$ cat src/rtl/div_16bit_seq.sv
// div_16bit_seq: iterative signed divider (restoring on magnitudes) with sign fix-up,
// quotient saturation and divide-by-zero flagging; fixed WIDTH+2 cycle latency.
module div_16bit_seq #(
  parameter int WIDTH = 16
) (
  input  logic             clk,
  input  logic             rst_n,
  input  logic             start,
  input  logic [WIDTH-1:0] dividend,
  input  logic [WIDTH-1:0] divisor,
  output logic             busy,
  output logic             done,
  output logic [WIDTH-1:0] quotient,
  output logic [WIDTH-1:0] remainder,
  output logic             OvrFlow,
  output logic             DivZero
);
  localparam int CW = $clog2(WIDTH + 1);
  localparam logic [WIDTH-1:0] MAX_POS = {1'b0, {(WIDTH-1){1'b1}}};
  localparam logic [WIDTH-1:0] MIN_NEG = {1'b1, {(WIDTH-1){1'b0}}};
  typedef enum logic [1:0] {IDLE, CALC, FIX} state_t;
  state_t           state_q;
  logic [CW-1:0]    cnt_q;
  logic [WIDTH-1:0] rem_q, dvd_q;
  logic [WIDTH:0]   dq_q, dvs_q;
  logic             qneg_q, rneg_q;
  logic             busy_q, done_q, ovf_q, dz_q;
  logic [WIDTH-1:0] quot_q, remo_q;
  logic [WIDTH:0]   rem_sh, diff, dvd_ext, dvs_ext;
  logic             borrow, div_zero, sat;
  logic [WIDTH-1:0] quot_d, remo_d;
  assign rem_sh   = {rem_q, dq_q[WIDTH]};
  assign {borrow, diff} = {1'b0, rem_sh} - {1'b0, dvs_q};
  assign dvd_ext  = {dividend[WIDTH-1], dividend};
  assign dvs_ext  = {divisor[WIDTH-1], divisor};
  assign div_zero = (dvs_q == '0);
  // Only a positive quotient can exceed the range (-MIN / -1).
  assign sat      = ~qneg_q & (dq_q > {1'b0, MAX_POS});
  assign quot_d   = div_zero ? (rneg_q ? MIN_NEG : MAX_POS)
                  : sat      ? MAX_POS
                  : WIDTH'(qneg_q ? -dq_q : dq_q);
  assign remo_d   = div_zero ? dvd_q
                  : sat      ? '0
                  : (rneg_q ? -rem_q : rem_q);
  always_ff @(posedge clk or negedge rst_n) begin
    if (!rst_n) begin
      state_q <= IDLE;
      cnt_q   <= '0;
      rem_q   <= '0;
      dvd_q   <= '0;
      dq_q    <= '0;
      dvs_q   <= '0;
      qneg_q  <= 1'b0;
      rneg_q  <= 1'b0;
      busy_q  <= 1'b0;
      done_q  <= 1'b0;
      ovf_q   <= 1'b0;
      dz_q    <= 1'b0;
      quot_q  <= '0;
      remo_q  <= '0;
    end else begin
      case (state_q)
        IDLE: begin
          done_q <= 1'b0;
          if (start) begin
            dvd_q   <= dividend;
            dq_q    <= dividend[WIDTH-1] ? -dvd_ext : dvd_ext;
            dvs_q   <= divisor[WIDTH-1] ? -dvs_ext : dvs_ext;
            qneg_q  <= dividend[WIDTH-1] ^ divisor[WIDTH-1];
            rneg_q  <= dividend[WIDTH-1];
            rem_q   <= '0;
            cnt_q   <= '0;
            busy_q  <= 1'b1;
            state_q <= CALC;
          end
        end
        CALC: begin
          rem_q   <= WIDTH'(borrow ? rem_sh : diff);
          dq_q    <= {dq_q[WIDTH-1:0], ~borrow};
          cnt_q   <= cnt_q + 1'b1;
          state_q <= (cnt_q == CW'(WIDTH)) ? FIX : CALC;
        end
        FIX: begin
          quot_q  <= quot_d;
          remo_q  <= remo_d;
          ovf_q   <= div_zero | sat;
          dz_q    <= div_zero;
          busy_q  <= 1'b0;
          done_q  <= 1'b1;
          state_q <= IDLE;
        end
        default: state_q <= IDLE;
      endcase
    end
  end
  assign busy      = busy_q;
  assign done      = done_q;
  assign quotient  = quot_q;
  assign remainder = remo_q;
  assign OvrFlow   = ovf_q;
  assign DivZero   = dz_q;
endmodule

$ cat config.mk
export PLATFORM = sky130hd
export DESIGN_NAME = div_16bit_seq
export DESIGN_NICKNAME = d
export VERILOG_FILES = /design/src/rtl/div_16bit_seq.sv
export SDC_FILE = /design/constraint.sdc
export NUM_CORES = 1
export LEC_CHECK = 0
export BUFFER_PORTS_ARGS = -buffer_cell sky130_fd_sc_hd__buf_2
export CORE_UTILIZATION = 32
export DETAILED_ROUTE_END_ITERATION = 10
export PLACE_DENSITY_LB_ADDON = 0.2
export SLEW_MARGIN = 20
export SYNTH_ARGS = -nofsm -noshare
export SYNTH_HDL_FRONTEND = slang
export SYNTH_SLANG_ARGS = --single-unit
$ cat constraint.sdc
create_clock -name clk -period 3.2 [get_ports clk]
set_clock_uncertainty 0.2 [all_clocks]
set_input_delay 0.32 -clock clk [delete_from_list [all_inputs] [get_ports clk]]
set_output_delay 0.32 -clock clk [all_outputs]
set_load 0.03 [all_outputs]
==> impl_metrics.json <==
{
  "portBuffers": 70,
  "maxSlewViolCount": 0,
  "period_minus_slack_ns": 2.88,
  "n_antenna_cell": 0,
  "cts_num_sinks": 110,
  "maxSlewHeadroom_pct": 40.7,
  "first_iter_violations": 331,
  "grtUsageTotal_pct": 17.4,
  "rsz0062_at_grt": "false",
  "power_density_nw_per_um2": 1100,
  "drt-vias-per-instance": 5.19,
  "r2r_start": "rem_q[11]$_DFFE_PN0P_",
  "vias": 5774,
  "end_kind": "flip-flop",
  "stdcell_count": 1112,
  "min_path_type": "primary input to flip-flop",
  "post-route-period-util_pct": 89.8,
  "firstDrtPassIters": 5,
  "final_hold_viol_count": 0,
  "peakVddDrop_mv": 0.340,
  "cts_tree": "done",
  "grt_pass1_vias": 5487,
  "die_area_sq_um": 21400,
  "yosys.area.top_type": "dfrtp_1",
  "synth-edff-count": 0,
  "final-setup-viol-count": 0,
  "synth_area_leaders": "dfrtp_1 (41%), nand2_1 (8.8%), o21ai_0 (6.5%)",
  "min_from": "dividend[14]",
  "nFillCells": 2176,
  "yosys_warnings": 0,
  "fin_util_pct": 37.8,
  "status": "complete, no violations",
  "wire_per_inst_microns": 16.0,
  "ys_ff_latch": 110,
  "dpl_cell_area_sq_um": 7350,
  "grt_max_degree": 66,
  "area_delta_synth_final_pct": 15.3,
  "antenna_left": 0,
  "setup_tns_ns": 0,
  "r2r_setup_slack_ns": 0.32,
  "boundaryPins": 71,
  "hold_depth": 3,
  "cp.required_ns": 3.24,
  "routabilityCongestion": 0.867,
  "root_buffer": "clkbuf_16",
  "dieHeight_microns": 146,
  "max_freq_ghz": 0.348,
  "critPathMaxFanout": 9,
  "cts_max_path_buffers": 2,
  "placedCellCount": 1095,
  "fin_area_sq_um": 7680,
  "die_w_microns": 146,
  "ys_async_sr_fraction_pct": 100,
  "cts-hold-fix-buffers": 1,
  "synth_nets": 840,
  "ctsHtreeMaxLevel": 3,
  "start_util_pct": 32.8,
  "drc": 0,
  "leakage_uw": 0.00341,
  "power_uw": 8440,
  "max_cap_viol_count": 0,
  "hpwl_microns": 13200,
  "numCtsBuffers": 9,
  "syn-cell-area_sq_um": 6660,
  "critical_path.startpoint_type": "flip-flop",
  "synth_ff_type": "dfrtp_1",
  "syn_inst": 780,
  "min_to": "dvd_q[14]$_DFFE_PN0P_",
  "rr_worst_depth": 9,
  "cts_setup_buffers": 0,
  "cts_resized": 0,
  "gr-total-overflow": 0,
  "yosysUniqueCellTypes": 61,
  "critical_path_class": "flip-flop to flip-flop",
  "path_clk_slew_ns": 0.08,
  "grt_pass1_wl_microns": 29600,
  "insertion_delay_ns": 0.36,
  "r2r-end": "rem_q[11]$_DFFE_PN0P_",
  "final_layout_size_suffix_gt1_share_pct": 14.4,
  "routed_wl_microns": 17700,
  "arrival_ns": 2.92,
  "placementRows": 52,
  "yosysTopAreaCellShare_pct": 41.3,
  "ys_seq_area_share_pct": 41.3,
  "tightest_slew_ns": 0.886,
  "antenna_found_initial": 0,
  "synth_area_per_cell_sq_um": 8.54,
  "finalNetCount": 897,
  "core-area_sq_um": 20300
}
## per-stage QoR
step | worst slack (ns) | hold slack, ns
after floorplan | 0.685 | -0.176
after global placement | 0.408 | 0.170
after detailed placement | 0.369 | 0.171
after CTS | 0.353 | 0.00374
after global routing | 0.118 | 0.0350
final | 0.325 | 0.00848
## area by class of cell
class	count	area, sq um	share of cell area [%]
Multi-Input combinational cell	591	3600	46.9
Inverter	33	124	1.61
Tap cell	270	338	4.40
Clock inverter	6	77.6	1.01
Clock buffer	10	239	3.11
Timing Repair Buffer	92	546	7.10
Sequential cell	110	2750	35.8
## critical path, cell delays in order (launching register included)
cell and delay, ns:
dfrtp_1 0.41, ha_1 0.40, a21oi_1 0.26, o21ai_0 0.19, a21o_1 0.22, nor3_2 0.51
buf_4 0.28, nor3_1 0.07, mux2i_1 0.16, nand2_1 0.06
## where the power goes
group	leakage [uW]	internal (uW)	total, uW	switching, uW
Sequential	0.00133	1990	2650	652
Combinational	0.00192	1850	4590	2740
Clock	0.000153	644	1200	561
Total	0.00341	4490	8440	3950
## synthesized netlist by cell type (24+ instances only)
master    count
xor2_1       29
nor2_1       37
nand2_1     156
xnor2_1      36
dfrtp_1     110
clkbuf_1     31
o21ai_0      86
ha_1         24
a21oi_1      39
inv_1        32
## per-layer routing
metal	part of all wire (%)	routed length, microns	track usage [%]
met5	0	0	0
met4	1.4	257	5.10
met3	4.6	814	2.59
met2	45	7980	27.2
met1	49	8690	24.8
## worst max-delay path by stage
stage,slack [ns],from,end
final,0.32,rem_q[11]$_DFFE_PN0P_,rem_q[11]$_DFFE_PN0P_
after detailed placement,0.37,rem_q[10]$_DFFE_PN0P_,rem_q[8]$_DFFE_PN0P_
after floorplan,0.68,dq_q[16]$_DFFE_PN0P_,rem_q[14]$_DFFE_PN0P_
after global routing,0.12,rem_q[0]$_DFFE_PN0P_,rem_q[15]$_DFFE_PN0P_
after CTS,0.35,rem_q[10]$_DFFE_PN0P_,rem_q[8]$_DFFE_PN0P_
after global placement,0.41,dq_q[16]$_DFFE_PN0P_,rem_q[14]$_DFFE_PN0P_
## registers in the layout, summed over array words and instances (netlist names)
name,cells
DivZero,1
OvrFlow,1
busy,1
cnt_q,5
done,1
dq_q,17
dvd_q,16
dvs_q,17
qneg_q,1
quotient,16
rem_q,16
remainder,16
state_q,2
## cell usage in the layout (no fill, tap or decap), types with 14 or more instances in the layout
cell | Yosys | layout
ha_1 | 24 | 24
nand2_1 | 156 | 156
dfrtp_1 | 110 | 110
o21ai_0 | 86 | 85
xnor2_1 | 36 | 36
inv_1 | 32 | 32
buf_2 | 9 | 69
o31ai_1 | 14 | 14
o22ai_1 | 14 | 14
a21oi_1 | 39 | 39
nor2_1 | 37 | 37
buf_4 | 1 | 20
xor2_1 | 29 | 29
## cell families after synthesis
kind of cell	Yosys count	synth area share (%)
and+or+nand+nor	269	18.3
AOI/OAI and AO/OA	228	21.5
DFF	110	41.3
buffers and inverters	79	4.90
xor gates and xnor gates	65	8.55
adders and majority gates	25	4.81
muxes	4	0.601
(Power assumes the default switching activity.)
